==> src/rtl/hd_program_loader_if.sv <==
// Signal bundle between the program loader, its controller, the HD read port and the IM write port.
// The loader takes the slave modport; the side that drives start/file_idx/hd_q takes master.
interface hd_program_loader_if #(
    parameter int DATA_WIDTH     = 32,
    parameter int HD_ADDR_WIDTH  = 9,
    parameter int IM_ADDR_WIDTH  = 9,
    parameter int FILE_IDX_WIDTH = 4
);
    logic                      start;
    logic [FILE_IDX_WIDTH-1:0] file_idx;
    logic [HD_ADDR_WIDTH-1:0]  hd_addr;
    logic [DATA_WIDTH-1:0]     hd_q;
    logic [IM_ADDR_WIDTH-1:0]  im_addr;
    logic [DATA_WIDTH-1:0]     im_data;
    logic                      im_we;
    logic                      busy;
    logic                      done;
    logic [1:0]                err_code;
    logic [IM_ADDR_WIDTH:0]    file_len;
    logic [DATA_WIDTH-1:0]     checksum;

    modport master (
        output start, file_idx, hd_q,
        input  hd_addr, im_addr, im_data, im_we, busy, done, err_code, file_len, checksum
    );

    modport slave (
        input  start, file_idx, hd_q,
        output hd_addr, im_addr, im_data, im_we, busy, done, err_code, file_len, checksum
    );
endinterface

==> src/rtl/hd_program_loader.sv <==
// Streams the HD image from address 0, finds the Nth BEGIN_FILE..END_FILE section and copies its body into IM.
// Define HDLOAD_CHECKSUM_EN to get a running 32-bit sum of the written words on checksum; otherwise it is tied to 0.
module hd_program_loader #(
    parameter int DATA_WIDTH     = 32,
    parameter int HD_ADDR_WIDTH  = 9,
    parameter int IM_ADDR_WIDTH  = 9,
    parameter int FILE_IDX_WIDTH = 4
) (
    input  logic               clk,
    input  logic               rst,
    hd_program_loader_if.slave ld
);
    typedef enum logic [2:0] {
        S_IDLE,
        S_HEAD,
        S_SEEK,
        S_COPY,
        S_FIN
    } state_t;

    typedef enum logic [1:0] {
        ERR_OK        = 2'd0,
        ERR_NO_HEAD   = 2'd1,
        ERR_NOT_FOUND = 2'd2,
        ERR_FORMAT    = 2'd3
    } err_t;

    localparam logic [5:0] OP_BEGIN  = 6'b010101;
    localparam logic [5:0] OP_END    = 6'b010110;
    localparam logic [5:0] OP_HEAD   = 6'b010111;
    localparam logic [5:0] OP_HD_END = 6'b011000;

    localparam logic [HD_ADDR_WIDTH-1:0] HD_LAST = '1;

    state_t                    r_state;
    state_t                    w_state_next;

    logic [HD_ADDR_WIDTH-1:0]  r_hd_addr;
    logic [HD_ADDR_WIDTH-1:0]  r_q_addr;
    logic                      r_q_vld;
    logic [FILE_IDX_WIDTH-1:0] r_file_idx;
    logic [FILE_IDX_WIDTH-1:0] r_begin_cnt;
    logic [IM_ADDR_WIDTH-1:0]  r_im_addr;
    logic [DATA_WIDTH-1:0]     r_im_data;
    logic                      r_im_we;
    logic                      r_busy;
    logic                      r_done;
    err_t                      r_err;
    logic [IM_ADDR_WIDTH:0]    r_file_len;

    logic [5:0]                w_op;
    logic                      w_is_begin;
    logic                      w_is_end;
    logic                      w_is_head;
    logic                      w_is_hd_end;
    logic                      w_is_marker;
    logic                      w_at_last;
    logic                      w_im_full;

    logic                      w_accept;
    logic                      w_fin;
    err_t                      w_err;
    logic                      w_write;
    logic                      w_enter_copy;
    logic                      w_count_begin;

    // Word classification of the HD word currently on hd_q (valid when r_q_vld).
    assign w_op        = ld.hd_q[DATA_WIDTH-1 -: 6];
    assign w_is_begin  = (w_op == OP_BEGIN);
    assign w_is_end    = (w_op == OP_END);
    assign w_is_head   = (w_op == OP_HEAD);
    assign w_is_hd_end = (w_op == OP_HD_END);
    assign w_is_marker = w_is_begin | w_is_hd_end | w_is_head;
    assign w_at_last   = (r_q_addr == HD_LAST);
    assign w_im_full   = r_file_len[IM_ADDR_WIDTH];

    // NOTE: sequential state uses non-blocking assignments so every flop samples pre-edge values.
    always_ff @(posedge clk) begin
        if (rst) begin
            r_state <= S_IDLE;
        end else begin
            r_state <= w_state_next;
        end
    end

    // NOTE: every always_comb output gets a default first so no path leaves it unassigned (no latch).
    always_comb begin
        w_state_next = r_state;
        case (r_state)
            S_IDLE: if (w_accept) w_state_next = S_HEAD;
            S_HEAD: begin
                if (w_fin)        w_state_next = S_FIN;
                else if (r_q_vld) w_state_next = S_SEEK;
            end
            S_SEEK: begin
                if (w_fin)             w_state_next = S_FIN;
                else if (w_enter_copy) w_state_next = S_COPY;
            end
            S_COPY: if (w_fin) w_state_next = S_FIN;
            S_FIN:   w_state_next = S_IDLE;
            default: w_state_next = S_IDLE;
        endcase
    end

    // Per-word decisions; the address check stops the walk at the last HD word instead of wrapping.
    always_comb begin
        w_accept      = 1'b0;
        w_fin         = 1'b0;
        w_err         = ERR_OK;
        w_write       = 1'b0;
        w_enter_copy  = 1'b0;
        w_count_begin = 1'b0;
        case (r_state)
            S_IDLE: w_accept = ld.start;
            S_HEAD: begin
                if (r_q_vld) begin
                    if (!w_is_head) begin
                        w_fin = 1'b1;
                        w_err = ERR_NO_HEAD;
                    end else if (w_at_last) begin
                        w_fin = 1'b1;
                        w_err = ERR_FORMAT;
                    end
                end
            end
            S_SEEK: begin
                if (r_q_vld) begin
                    if (w_is_hd_end) begin
                        w_fin = 1'b1;
                        w_err = ERR_NOT_FOUND;
                    end else if (w_at_last) begin
                        w_fin = 1'b1;
                        w_err = ERR_FORMAT;
                    end else if (w_is_begin) begin
                        if (r_begin_cnt == r_file_idx) w_enter_copy  = 1'b1;
                        else                           w_count_begin = 1'b1;
                    end
                end
            end
            S_COPY: begin
                if (r_q_vld) begin
                    if (w_is_end) begin
                        w_fin = 1'b1;
                    end else if (w_is_marker || w_at_last || w_im_full) begin
                        w_fin = 1'b1;
                        w_err = ERR_FORMAT;
                    end else begin
                        w_write = 1'b1;
                    end
                end
            end
            default: ;
        endcase
    end

    // Read pointer, result registers and IM write port.
    always_ff @(posedge clk) begin
        if (rst) begin
            r_hd_addr   <= '0;
            r_q_addr    <= '0;
            r_q_vld     <= 1'b0;
            r_file_idx  <= '0;
            r_begin_cnt <= '0;
            r_im_addr   <= '0;
            r_im_data   <= '0;
            r_im_we     <= 1'b0;
            r_busy      <= 1'b0;
            r_done      <= 1'b0;
            r_err       <= ERR_OK;
            r_file_len  <= '0;
        end else begin
            r_im_we <= w_write;
            r_done  <= w_fin;
            if (w_accept) begin
                r_busy      <= 1'b1;
                r_hd_addr   <= '0;
                r_q_vld     <= 1'b0;
                r_file_idx  <= ld.file_idx;
                r_begin_cnt <= '0;
                r_err       <= ERR_OK;
                r_file_len  <= '0;
            end else if (w_fin) begin
                r_busy  <= 1'b0;
                r_q_vld <= 1'b0;
                r_err   <= w_err;
            end else if (r_busy) begin
                r_q_addr <= r_hd_addr;
                r_q_vld  <= 1'b1;
                if (r_hd_addr != HD_LAST) r_hd_addr <= r_hd_addr + HD_ADDR_WIDTH'(1);
            end
            if (w_count_begin) r_begin_cnt <= r_begin_cnt + FILE_IDX_WIDTH'(1);
            if (w_write) begin
                r_im_addr  <= r_file_len[IM_ADDR_WIDTH-1:0];
                r_im_data  <= ld.hd_q;
                r_file_len <= r_file_len + (IM_ADDR_WIDTH+1)'(1);
            end
        end
    end

`ifdef HDLOAD_CHECKSUM_EN
    logic [DATA_WIDTH-1:0] r_checksum;

    always_ff @(posedge clk) begin
        if (rst) begin
            r_checksum <= '0;
        end else if (w_accept) begin
            r_checksum <= '0;
        end else if (w_write) begin
            r_checksum <= r_checksum + ld.hd_q;
        end
    end

    assign ld.checksum = r_checksum;
`else
    assign ld.checksum = '0;
`endif

    assign ld.hd_addr  = r_hd_addr;
    assign ld.im_addr  = r_im_addr;
    assign ld.im_data  = r_im_data;
    assign ld.im_we    = r_im_we;
    assign ld.busy     = r_busy;
    assign ld.done     = r_done;
    assign ld.err_code = r_err;
    assign ld.file_len = r_file_len;
endmodule

==> src/flat_wrapper.sv <==
// flat-port wrapper written by rule: the top's interface ports become plain ports
module hd_program_loader_flat 
#(
    parameter int DATA_WIDTH     = 32,
    parameter int HD_ADDR_WIDTH  = 9,
    parameter int IM_ADDR_WIDTH  = 9,
    parameter int FILE_IDX_WIDTH = 4
)
  (clk, rst, ld_start, ld_file_idx, ld_hd_q, ld_hd_addr, ld_im_addr, ld_im_data, ld_im_we, ld_busy, ld_done, ld_err_code, ld_file_len, ld_checksum);
  hd_program_loader_if #(.DATA_WIDTH(DATA_WIDTH), .HD_ADDR_WIDTH(HD_ADDR_WIDTH), .IM_ADDR_WIDTH(IM_ADDR_WIDTH), .FILE_IDX_WIDTH(FILE_IDX_WIDTH)) ld_i ();
  input  logic clk;
  input  logic rst;
  input wire logic [$bits(ld_i.start)-1:0] ld_start;
  input wire logic [$bits(ld_i.file_idx)-1:0] ld_file_idx;
  input wire logic [$bits(ld_i.hd_q)-1:0] ld_hd_q;
  output wire logic [$bits(ld_i.hd_addr)-1:0] ld_hd_addr;
  output wire logic [$bits(ld_i.im_addr)-1:0] ld_im_addr;
  output wire logic [$bits(ld_i.im_data)-1:0] ld_im_data;
  output wire logic [$bits(ld_i.im_we)-1:0] ld_im_we;
  output wire logic [$bits(ld_i.busy)-1:0] ld_busy;
  output wire logic [$bits(ld_i.done)-1:0] ld_done;
  output wire logic [$bits(ld_i.err_code)-1:0] ld_err_code;
  output wire logic [$bits(ld_i.file_len)-1:0] ld_file_len;
  output wire logic [$bits(ld_i.checksum)-1:0] ld_checksum;
  assign ld_i.start = ld_start;
  assign ld_i.file_idx = ld_file_idx;
  assign ld_i.hd_q = ld_hd_q;
  assign ld_hd_addr = ld_i.hd_addr;
  assign ld_im_addr = ld_i.im_addr;
  assign ld_im_data = ld_i.im_data;
  assign ld_im_we = ld_i.im_we;
  assign ld_busy = ld_i.busy;
  assign ld_done = ld_i.done;
  assign ld_err_code = ld_i.err_code;
  assign ld_file_len = ld_i.file_len;
  assign ld_checksum = ld_i.checksum;
  hd_program_loader #(.DATA_WIDTH(DATA_WIDTH), .HD_ADDR_WIDTH(HD_ADDR_WIDTH), .IM_ADDR_WIDTH(IM_ADDR_WIDTH), .FILE_IDX_WIDTH(FILE_IDX_WIDTH)) u_core (.clk(clk), .rst(rst), .ld(ld_i));
endmodule
==> config.mk <==
export PLATFORM = sky130hd
export DESIGN_NAME = hd_program_loader_flat
export DESIGN_NICKNAME = d
export VERILOG_FILES = /design/src/rtl/hd_program_loader_if.sv /design/src/rtl/hd_program_loader.sv /design/src/flat_wrapper.sv
export SDC_FILE = /design/constraint.sdc
export NUM_CORES = 1
export LEC_CHECK = 0
export ABC_AREA = 1
export BUFFER_PORTS_ARGS = -buffer_cell sky130_fd_sc_hd__buf_2
export CAP_MARGIN = 10
export CELL_PAD_IN_SITES_DETAIL_PLACEMENT = 0
export CELL_PAD_IN_SITES_GLOBAL_PLACEMENT = 2
export CORE_MARGIN = 3
export CORE_UTILIZATION = 30
export CTS_CLUSTER_DIAMETER = 100
export DETAILED_ROUTE_END_ITERATION = 10
export PLACE_DENSITY = 0.86
export SYNTH_ARGS = -nofsm -noshare
export SYNTH_HDL_FRONTEND = slang
export SYNTH_SLANG_ARGS = --single-unit
==> constraint.sdc <==
create_clock -name clk -period 3 [get_ports clk]
set_input_delay 0.45 -clock clk [delete_from_list [all_inputs] [get_ports clk]]
set_output_delay 0.45 -clock clk [all_outputs]
set_load 0.02 [all_outputs]
# --- Word level (Yosys, flattened, before mapping) ---
# Cells that the tools add are included.
totals:
  reg_bits: 86
  out_inout_bits: 97
  wordCells: 93
op_classes:
  reduce_logical: 11
  n_addsub: 3
  n_eq_ne: 14
  bitwise_logic: 4
  muxes: 48
op_table:
  columns: ["operator", "count"]
  rows:
  - ["$mux W1", 27]
  - ["$eq A6 B5 Y1 const B", 4]
  - ["$mux W10", 2]
  - ["$mux W3", 6]
  - ["$mux W2", 8]
  - ["$pmux W3 S4", 1]
  - ["$add A10 B1 Y10 const B", 1]
  - ["$add A9 B1 Y9 const B", 1]
  - ["$eq A9 B9 Y1 const B", 1]
  - ["$ne A9 B9 Y1 const B", 1]
  - ["$mux W4", 2]
  - ["$eq A3 B2 Y1 const B", 2]
  - ["$ne A3 B1 Y1 const B", 2]
  - ["$pmux W2 S3", 1]
  - ["$reduce_and A3 Y1", 2]
  - ["$reduce_bool A2 Y1", 3]
  - ["$add A4 B1 Y4 const B", 1]
  - ["$eq A4 B4 Y1", 1]
  - ["$ne A2 B1 Y1 const B", 2]
  - ["$reduce_and A4 Y1", 1]
  - ["$eq A3 B1 Y1 const B", 1]
  - ["$logic_not A3 Y1", 1]
  - ["$pmux W1 S3", 1]
  - ["$reduce_or A3 Y1", 1]
  - ["other kinds (4)", 7]

# --- Longest topological paths before layout ---
# Gate-level depths: netlist of run 1.
logic_depth:
  word_depth: 11
  mapped_depth: 14
  ltp_nobuf: 14

# --- Least setup slack after synthesis of run 1 ---
# OpenSTA, ideal clock, no wires.
synth_path:
  path_kind: "flip-flop to flip-flop"
  start: "register u_core.r_hd_addr[0], in the netlist u_core.ld.hd_addr[0]"
  end: "register u_core.r_hd_addr[5], in the netlist u_core.ld.hd_addr[5]"
  path_slack_ns: 1.195
  t_arrival_ns: 1.738
  setup_ns: 0.066
  path_stages_with_launch: 11
  required_ns: 2.934
  cell_sequence: "dfxtp_1 -> ha_1 -> nand2_1 -> nor2_1 -> nand2_1 -> nor2_1 -> ha_1 -> nor2_1 -> nand2_2 -> nand2_1 -> a21oi_2"
synth_between:
  elab_chain_len: 2
  word_cells_on_any_way: 3
  classes_between: "add/sub (1); eq/ne (1); reduce/logical (1)"
synth_rtl:
  columns: ["element", "line_no", "text"]
  rows:
  - ["start, declared", "hd_program_loader.sv:38", "logic [HD_ADDR_WIDTH-1:0] r_hd_addr;"]
  - ["start signal, assigned", "hd_program_loader.sv:189", "if (r_hd_addr != HD_LAST) r_hd_addr <= r_hd_addr + HD_ADDR_WIDTH'(1);"]
  - ["parallel branches: the longest is 2 deep, another holds $add A9 B1 Y9", null, null]
# Parallel ways; which one is timed is not known.
# A chain may end at the register's enable or synchronous reset.

# --- Final worst setup path of run 1 ---
layout_path:
  start: "register u_core.r_q_addr[4]"
  end: "register u_core.r_file_len[5], in the netlist u_core.ld.file_len[5]"
layout_between:
  elab_chain_len: 8
  word_cells_on_any_way: 9
  classes_between: "eq/ne (1); mux (5); reduce/logical (3)"
layout_rtl:
  columns: ["element", "line_no", "text"]
  rows:
  - ["start, declared", "hd_program_loader.sv:39", "logic [HD_ADDR_WIDTH-1:0] r_q_addr;"]
  - ["start signal, assigned", "hd_program_loader.sv:187", "r_q_addr <= r_hd_addr;"]
  - ["$eq A9 B9 Y1 *", "hd_program_loader.sv:74", "assign w_at_last = (r_q_addr == HD_LAST);"]
  - ["$logic_or A1 B1 Y1 * (2 in a row)", "hd_program_loader.sv:144", "end else if (w_is_marker || w_at_last || w_im_full) begin"]
  - ["$mux W1 *", "hd_program_loader.sv:144", null]
  - ["$mux W1 *", "hd_program_loader.sv:142", "if (w_is_end) begin"]
  - ["$mux W1 *", "hd_program_loader.sv:141", "if (r_q_vld) begin"]
  - ["$mux W1 *", "hd_program_loader.sv:113", "case (r_state)"]
  - ["$mux W10 or $reduce_bool A2 Y1 (tied branches)", null, null]
  - ["end signal, assigned", "hd_program_loader.sv:195", "r_file_len <= r_file_len + (IM_ADDR_WIDTH+1)'(1);"]
  - ["end, declared", "hd_program_loader.sv:49", "logic [IM_ADDR_WIDTH:0] r_file_len;"]
# Mark *: on every way between the ends. The rest lies on a longest branch, timed or not.

==> results of run 1 <==
==> state kept, by name, summed over array words and instances, names as in the netlist, 2 cells and up <==
| register | count |
|---|---|
| u_core.ld.im_addr | 9 |
| u_core.r_begin_cnt | 4 |
| u_core.ld.err_code | 2 |
| u_core.ld.im_data | 32 |
| u_core.ld.file_len | 10 |
| u_core.r_file_idx | 4 |
| u_core.r_q_addr | 9 |
| u_core.r_state | 3 |
| u_core.ld.hd_addr | 9 |
==> power by group <==
| part | internal (mW) | switching, mW |
|---|---|---|
| logic | 0.206 | 0.464 |
| registers | 1.23 | 0.0744 |
| clock network | 0.576 | 0.446 |
==> routing by layer <==
| layer | part of all wire | vias up |
|---|---|---|
| met1 | 0.49 | 1609 |
| met4 | 0.018 | 0 |
| met2 | 0.42 | 102 |
| li1 | - | 1837 |
| met5 | 0 | - |
| met3 | 0.072 | 11 |
==> cells in the final DEF, fill, tap and decap left out, drive strengths merged <==
| cell | count |
|---|---|
| xor2 | 6 |
| o31ai | 1 |
| nand3 | 19 |
| ha | 4 |
| o22ai | 1 |
| nor2 | 104 |
| nor3b | 1 |
| buf | 105 |
| a31oi | 2 |
| and3 | 1 |
| o21ai | 65 |
| nor3 | 7 |
| dfxtp | 86 |
| nand3b | 1 |
| nand2 | 78 |
| inv | 48 |
| or2 | 1 |
| clkinv | 4 |
| clkbuf | 11 |
| nand4 | 3 |
| a211oi | 3 |
| a21oi | 46 |
| conb | 32 |
==> final cells by class <==
class                      count  area (sq um)  share of cell area
timing repair buffer         105           531               0.109
inverter                      48           183              0.0376
tap                          176           220              0.0454
multi-input combinational    375          1930               0.398
clock inverter                 4          23.8             0.00490
clock buffer                  11           243              0.0500
sequential                    86          1720               0.355
==> kinds of logic after synthesis <==
group | after synthesis
buffers and inverters | 99
AOI/OAI and AO/OA | 118
adders and majority gates | 4
other | 1
DFF | 86
xor gates and xnor gates | 6
and+or+nand+nor | 215
==> through the flow <==
step	total power, mW	instance area [sq um]	cells	hold WS (ns)	utilization
global route	3.19	4850	805	0.379	0.365
floorplan	1.88	4200	560	0.422	-
global placement	2.00	4590	790	0.431	0.345
finish	3.00	4850	805	0.366	0.365
detailed placement	2.01	4590	790	0.433	0.345
CTS	3.04	4850	805	0.354	0.365
==> critical path, cell delays in order, from the launching register on <==
cell	delay, ns
dfxtp_1	0.33
nand2_1	0.06
nor2_2	0.13
nand3_2	0.17
nand2_2	0.16
nor2_4	0.05
nand2_4	0.28
inv_4	0.31
nor2_4	0.26
nand2_1	0.09
a211oi_2	0.18
==> worst min path at each step <==
stage	slack, ns	cells past startpoint	startpoint	to
6_report	0.37	3	ld_hd_q[2]	u_core.ld.im_data[2]
5_1_grt	0.38	3	ld_hd_q[24]	u_core.ld.im_data[24]
4_1_cts	0.35	3	ld_hd_q[2]	u_core.ld.im_data[2]
3_5_place_dp	0.43	2	u_core.r_q_addr[8]	u_core.r_q_addr[8]
3_3_place_gp	0.43	2	u_core.r_q_addr[8]	u_core.r_q_addr[8]
2_1_floorplan	0.42	2	u_core.r_q_addr[8]	u_core.r_q_addr[8]
==> results.py, run 1 <==
metrics = {
    "sta": {
        "final.setup.tns_ns": 0,
        "relSlewSlack": 0.493,
        "timing.final.ws_setup_ns": 0.879,
        "rsz0062_at_grt": "false",
        "clock.fmax_ghz": 0.471,
        "fin_crit_sh": 0.707,
        "finalHoldViolations": 0,
        "skew_ns": 0.00891,
        "setup_violations": 0,
        "fin_crit_ns": 2.12,
        "slew_viol_final": 0,
        "tightestPinTransition_ns": 0.758,
    },
    "clock_tree": {
        "cts_made_buffers": 9,
        "clockRootBuffer": "clkbuf_16",
        "tritoncts": "done",
        "htreeDepth": 3,
        "cts_buffer_depth": 2,
        "cts.clk_slew.worst_paths_ns": 0.06,
        "cts_resized": 0,
        "cts.sinks": 86,
        "holdBufCountCts": 0,
        "worstSkewPairLatency_ns": 0.34,
        "cts_setup_buffers": 0,
    },
    "synthesis": {
        "synth_area_leaders": "dfxtp_1, o21ai_0, nor2_1",
        "synth_top_area_frac": 0.421,
        "synth_adder_area_share": 0.0123,
        "synth_top_family_by_area": "simple AND/OR/NAND/NOR gates",
        "synth_seq_cells": 86,
        "synth_edf_count": 0,
        "synth_top_area_cell": "dfxtp_1",
        "ys_types": 41,
        "synthSimpleGateAreaFrac": 0.257,
        "yosys-top-cells-count": "dfxtp_1, nor2_1, nand2_1",
        "synth_cells": 529,
        "synth-compound-area-share": 0.161,
        "synthMuxAreaShare": 0,
        "yosys_warnings": 0,
        "yosysSeqAreaShare": 0.421,
        "synth_most_common_cell": "dfxtp_1",
        "synth_area_sq_mm": 0.00409,
        "synth-main-ff-cell": "dfxtp_1",
        "synth-xor-area-share": 0.0129,
        "avgSynthCellArea_sq_um": 7.72,
        "async_reset_ff_frac": 0,
    },
    "grt": {
        "busiest_layer": "met2",
        "grt_pass1_wl_microns": 16000,
        "grt_max_degree": 60,
        "grt_pass1_vias": 3262,
        "grt_util_met2": 0.196,
        "globalRouteMet1Util": 0.187,
        "overflow": 0,
        "met3_usage": 0.0359,
        "antenna_found_initial": 0,
        "track_usage": 0.135,
    },
    "route": {
        "vias_per_cell": 4.42,
        "wl_microns": 9990,
        "drc": 0,
        "num_vias": 3559,
        "detail-route-antenna-nets": 0,
        "drtIter0Drc": 217,
        "drt_pass1_iterations": 4,
        "routedWlPerCell_microns": 12.4,
    },
    "worst_hold_path": {
        "min_path_type": "in -> reg",
    },
    "worst_setup_path": {
        "arrival_ns": 2.39,
        "critPathRequiredTime_ns": 3.26,
        "cp_max_fo": 59,
        "critPathLaunch": "u_core.r_q_addr[4]",
        "setup.worst_path.class": "reg -> reg",
        "r2r_start": "u_core.r_q_addr[4]",
        "reg2reg_depth": 10,
        "endpoint": "u_core.ld.file_len[5]",
        "critPathLaunchType": "flop",
        "r2r_end": "u_core.ld.file_len[5]",
        "r2r_slack_ns": 0.88,
        "end_kind": "flop",
    },
    "place": {
        "place.gp.congestion": 0.811,
        "hpwlAfterDp_microns": 7280,
        "pre_cts_slack_ns": 0.669,
        "portBuffers": 103,
    },
    "cells_and_area": {
        "layout-drive-gt1-share": 0.293,
        "nFillCells": 1449,
        "fin_nets": 668,
        "diodes": 0,
        "area_growth_pct": 18.8,
    },
    "die": {
        "coreArea_sq_mm": 0.0133,
        "die_x_microns": 123,
        "start_util": 0.307,
        "dieArea_sq_mm": 0.0151,
        "die_h_microns": 123,
        "num_rows": 42,
        "io-pin-count": 136,
    },
    "status": {
        "status": "completed",
    },
    "power": {
        "ir_worst_vdd_mv": 0.288,
        "power_density_mw_per_mm2": 618,
        "p_leak_nw": 2.10,
    },
    "run": {
        "drv_cap": 0,
    },
}
Power figures use the tool's default switching activity.
==> inputs of run 2 (changes only) <==
- CORE_UTILIZATION: 30 -> 25
- PLACE_DENSITY: 0.86 -> 0.77
- clock period: 3 -> 1.7 ns (I/O delays scaled with it)
==> results.py, run 2 (same netlist as run 1, synthesis figures left out) <==
metrics = {
    "status": {
        "status": "completed",
    },
    "cells_and_area": {
        "area_growth_pct": 33.2,
        "final_common_cell": "buf_2",
        "layout-drive-gt1-share": 0.368,
        "fin_util": 0.341,
        "diodes": 0,
        "nFillCells": 1732,
        "fin_area_sq_mm": 0.00544,
        "multi_input_area_sq_mm": 0.00209,
        "largest_reg_flops": 32,
        "fin_nets": 704,
        "layout_common_cells": "buf_2, dfxtp_1, nor2_1, nand2_1, o21ai_0",
        "layout.area.seq_sq_mm": 0.00173,
    },
    "sta": {
        "tightestPinTransition_ns": 0.591,
        "slew_viol_final": 0,
        "skew_ns": 0.00578,
        "finalHoldViolations": 0,
        "relSlewSlack": 0.606,
        "clock.fmax_ghz": 0.612,
        "rsz0062_at_grt": "true",
        "timing.final.ws_setup_ns": 0.0648,
        "hold_slack_ns": 0.161,
        "fin_crit_sh": 0.962,
        "fin_crit_ns": 1.64,
        "setup_violations": 0,
    },
    "route": {
        "drtIter0Drc": 163,
        "vias_per_cell": 4.29,
        "routedWlPerCell_microns": 12.8,
        "drt_pass1_iterations": 4,
        "detail-route-antenna-nets": 0,
        "num_vias": 3783,
        "drc": 0,
        "wl_microns": 11300,
    },
    "clock_tree": {
        "clockRootBuffer": "clkbuf_16",
        "cts_buffer_depth": 2,
        "worstSkewPairLatency_ns": 0.34,
        "htreeDepth": 3,
        "cts_made_buffers": 9,
        "cts.clk_slew.worst_paths_ns": 0.06,
        "holdBufCountCts": 0,
        "cts.sinks": 86,
        "tritoncts": "done",
    },
    "worst_setup_path": {
        "end_kind": "flop",
        "critPathRequiredTime_ns": 1.93,
        "critPathLaunchType": "flop",
        "cpPeakStageDelay_ns": 0.34,
        "crit_path_cell_trace": "nand2_2 > nor2_4 > nand3_4 > nand3_4 > nand2_4 > nor2_4 > nand2_4 > nand2_2 > nand2_2 > nor2_4 > nand2_1 > nand2_1 > nor2_1",
        "arrival_ns": 1.87,
        "cp_max_fo": 7,
        "setup.worst_path.class": "reg -> reg",
        "cpMaxStageDelayCell": "dfxtp_2",
    },
    "power": {
        "power.total_mw": 6.23,
        "ir_worst_vdd_mv": 0.579,
        "power_density_mw_per_mm2": 1140,
        "p_leak_nw": 2.33,
    },
    "die": {
        "start_util": 0.256,
        "die_h_microns": 134,
        "num_rows": 46,
        "dieArea_sq_mm": 0.0179,
        "die_x_microns": 134,
        "io-pin-count": 136,
        "coreArea_sq_mm": 0.0159,
    },
    "place": {
        "place.gp.congestion": 0.829,
        "hpwlAfterDp_microns": 8010,
        "portBuffers": 103,
        "pre_cts_slack_ns": -0.0275,
        "dpl_cell_area_sq_mm": 0.00485,
    },
    "worst_hold_path": {
        "min_path_type": "in -> reg",
    },
    "grt": {
        "overflow": 0,
        "track_usage": 0.120,
        "antenna_found_initial": 0,
        "grt_pass1_vias": 3561,
        "grt_max_degree": 37,
        "grt_pass1_wl_microns": 17500,
    },
    "run": {
        "drv_cap": 0,
    },
}
run 2: changes by cell type in the layout (fill, tap and decap cells not counted), moves of 5 or more:
cell / delta
buf_4: +28
dfxtp_1: -7
dfxtp_2: +7
nor2_4: +7
o21ai_0: -7
o21ai_1: +7
a21oi_1: -5
a21oi_2: +5
nand2_1: -5
run 2: critical path: cells and delay by family (launching register included):
kind          cells  cell delay (ns)
flops             1             0.34
simple gates     13             1.19
run 2: final timing paths:
check                      from                    end  slack, ns  cells after the start
max          u_core.r_q_addr[6]      u_core.r_state[0]       0.06                     13
min                 ld_hd_q[23]  u_core.ld.im_data[23]       0.16                      3
max reg2reg  u_core.r_q_addr[6]      u_core.r_state[0]       0.06                     13
min reg2reg  u_core.r_q_addr[4]     u_core.r_q_addr[4]       0.44                      2
run 2: metrics by stage:
step                cells  TNS [ns]
floorplan             560         0
global placement      856   -0.0486
detailed placement    856    -0.123
CTS                   873         0
global route          882    -0.140
finish                882         0
run 2: cell type report:
class | count | area share
inverter | 48 | 0.0349
clock inverter | 6 | 0.0246
timing repair buffer | 137 | 0.146
clock buffer | 10 | 0.0421
sequential | 86 | 0.318
multi-input combinational | 379 | 0.385
tap | 216 | 0.0497
run 2: power breakdown:
part | leakage [nW] | total (mW) | switching [mW] | internal, mW
registers | 0.699 | 2.31 | 0.128 | 2.18
logic | 1.46 | 1.52 | 0.998 | 0.526
clock network | 0.177 | 2.40 | 0.812 | 1.59
run 2: metal layers:
metal  GRT usage  vias up  share of wire
li1            -     1916              -
met1       0.162     1738           0.49
met2       0.182      111           0.44
met3      0.0326       18          0.055
met4      0.0474        0          0.019
met5           0        -              0
run 2: repair_timing:
action / CTS / global route
endpoints found under the setup margin: 13 / 64
pin swaps: 1 / 14
resized for setup: 3 / 47
gates cloned: 1 / 3
setup buffers: 0 / 6
==> inputs of run 3 (changes only) <==
- SETUP_SLACK_MARGIN: not set -> 0.4
==> results.py, run 3 (same netlist as run 1, synthesis figures left out) <==
metrics = {
    "worst_setup_path": {
        "arrival_ns": 1.91,
        "r2r_start": "u_core.r_q_addr[2]",
        "setup.worst_path.class": "reg -> reg",
        "critPathRequiredTime_ns": 1.98,
        "critPathLaunchType": "flop",
        "end_kind": "flop",
        "r2r_end": "u_core.ld.file_len[5]",
        "reg2reg_depth": 10,
        "r2r_slack_ns": 0.06,
        "cp_max_fo": 12,
    },
    "power": {
        "power_density_mw_per_mm2": 1060,
        "ir_worst_vdd_mv": 0.548,
        "p_leak_nw": 2.57,
    },
    "place": {
        "dp_cells": 852,
        "portBuffers": 103,
        "dpl_cell_area_sq_mm": 0.00499,
        "hpwlAfterDp_microns": 7890,
        "place.gp.congestion": 0.848,
    },
    "cells_and_area": {
        "layout.area.seq_sq_mm": 0.00176,
        "nFillCells": 1662,
        "fin_nets": 725,
        "stdcell_count": 903,
        "largest_reg_flops": 32,
        "diodes": 0,
        "area_growth_pct": 48.5,
        "multi_input_area_sq_mm": 0.00231,
        "layout-drive-gt1-share": 0.473,
        "layout_common_cells": "buf_2, dfxtp_1, nor2_1, nand2_1, inv_1",
        "final_common_cell": "buf_2",
        "fin_area_sq_mm": 0.00606,
    },
    "grt": {
        "track_usage": 0.129,
        "antenna_found_initial": 0,
        "grt_max_degree": 41,
        "overflow": 0,
        "grt_pass1_wl_microns": 18500,
        "grt_pass1_vias": 3628,
    },
    "worst_hold_path": {
        "hold_path_end": "u_core.ld.im_data[21]",
        "hold_path_depth": 3,
        "min_path_type": "in -> reg",
        "min_from": "ld_hd_q[21]",
    },
    "sta": {
        "fin_crit_ns": 1.64,
        "fin_crit_sh": 0.963,
        "setup_violations": 0,
        "clock.fmax_ghz": 0.611,
        "finalHoldViolations": 0,
        "rsz0062_at_grt": "true",
        "slew_viol_final": 0,
        "skew_ns": 0.00865,
        "hold_slack_ns": 0.160,
    },
    "clock_tree": {
        "worstSkewPairLatency_ns": 0.35,
        "cts_buffer_depth": 2,
        "cts.clk_slew.worst_paths_ns": 0.07,
        "clockRootBuffer": "clkbuf_16",
        "htreeDepth": 3,
        "tritoncts": "done",
        "cts_made_buffers": 9,
        "cts.sinks": 86,
        "holdBufCountCts": 0,
    },
    "die": {
        "die_h_microns": 134,
        "die_x_microns": 134,
        "dieArea_sq_mm": 0.0179,
        "start_util": 0.256,
        "io-pin-count": 136,
        "coreArea_sq_mm": 0.0159,
        "num_rows": 46,
    },
    "route": {
        "wl_met2_microns": 5420,
        "wl_microns": 11800,
        "route.layer.met1.wl_microns": 5570,
        "highest_layer": "met4",
        "routedWlPerCell_microns": 13.1,
        "drc": 0,
        "detail-route-antenna-nets": 0,
        "num_vias": 3875,
        "dr_wl_met3_microns": 663,
        "drtIter0Drc": 116,
        "drt_pass1_iterations": 4,
        "vias_per_cell": 4.29,
    },
    "run": {
        "drv_cap": 0,
    },
    "status": {
        "status": "completed",
    },
}
==> run 3: power breakdown <==
part / leakage, nW / internal (mW) / switching (mW) / total, mW
Sequential: 0.706 / 2.19 / 0.142 / 2.34
Combinational: 1.70 / 0.783 / 1.09 / 1.87
Clock: 0.168 / 1.42 / 0.816 / 2.24
Total: 2.57 / 4.40 / 2.05 / 6.45
==> run 3: layout make-up <==
cell class              instances  area share
clock buffers                  12      0.0442
clock inverters                 4      0.0124
inverters                      48      0.0326
multi-input cells             376       0.380
flip-flops and latches         86       0.290
well taps                     216      0.0446
repair buffers                161       0.196
==> run 3: worst max-delay path, cell delays in order, from the launching register on <==
cell and delay [ns]:
dfxtp_2 0.33, nand2_2 0.07, nor2_4 0.14, nand3_4 0.15, nand2_4 0.12, nor2_4 0.05, nand2_4 0.16, inv_12 0.08
nor2_4 0.23, nand2_2 0.08, a211oi_2 0.16
==> run 3: metal layers <==
metal,vias up,track usage
met5,-,0
met4,0,0.0463
met3,14,0.0334
met2,119,0.207
met1,1784,0.169
li1,1958,-
==> run 3: metrics by stage <==
step / TNS (ns) / total power [mW] / worst slack (ns) / utilization
final: 0 / 6.45 / 0.0636 / 0.380
after CTS: 0 / 6.26 / 0.0953 / 0.361
after global routing: -0.353 / 6.80 / -0.0388 / 0.380
after floorplan: 0 / 3.42 / 0.189 / -
after global placement: -0.0538 / 3.73 / -0.0368 / 0.313
after detailed placement: -0.127 / 3.75 / -0.0287 / 0.313
==> run 3: repair_timing <==
item,CTS,global route
gates resized for setup,45,61
pin swaps,10,17
buffers inserted,19,10
endpoints found under the setup margin,86,85
gates cloned,5,1
==> run 3: worst max-delay path by stage <==
stage / cells past startpoint / endpoint / from
final: 10 / u_core.ld.file_len[5] / u_core.r_q_addr[2]
after global routing: 12 / u_core.ld.hd_addr[3] / u_core.r_q_addr[2]
after CTS: 12 / u_core.r_state[0] / u_core.r_q_addr[3]
after detailed placement: 11 / u_core.r_q_addr[0] / ld_hd_q[31]
after global placement: 11 / u_core.r_q_addr[2] / ld_hd_q[31]
after floorplan: 10 / u_core.ld.hd_addr[6] / u_core.ld.hd_addr[1]
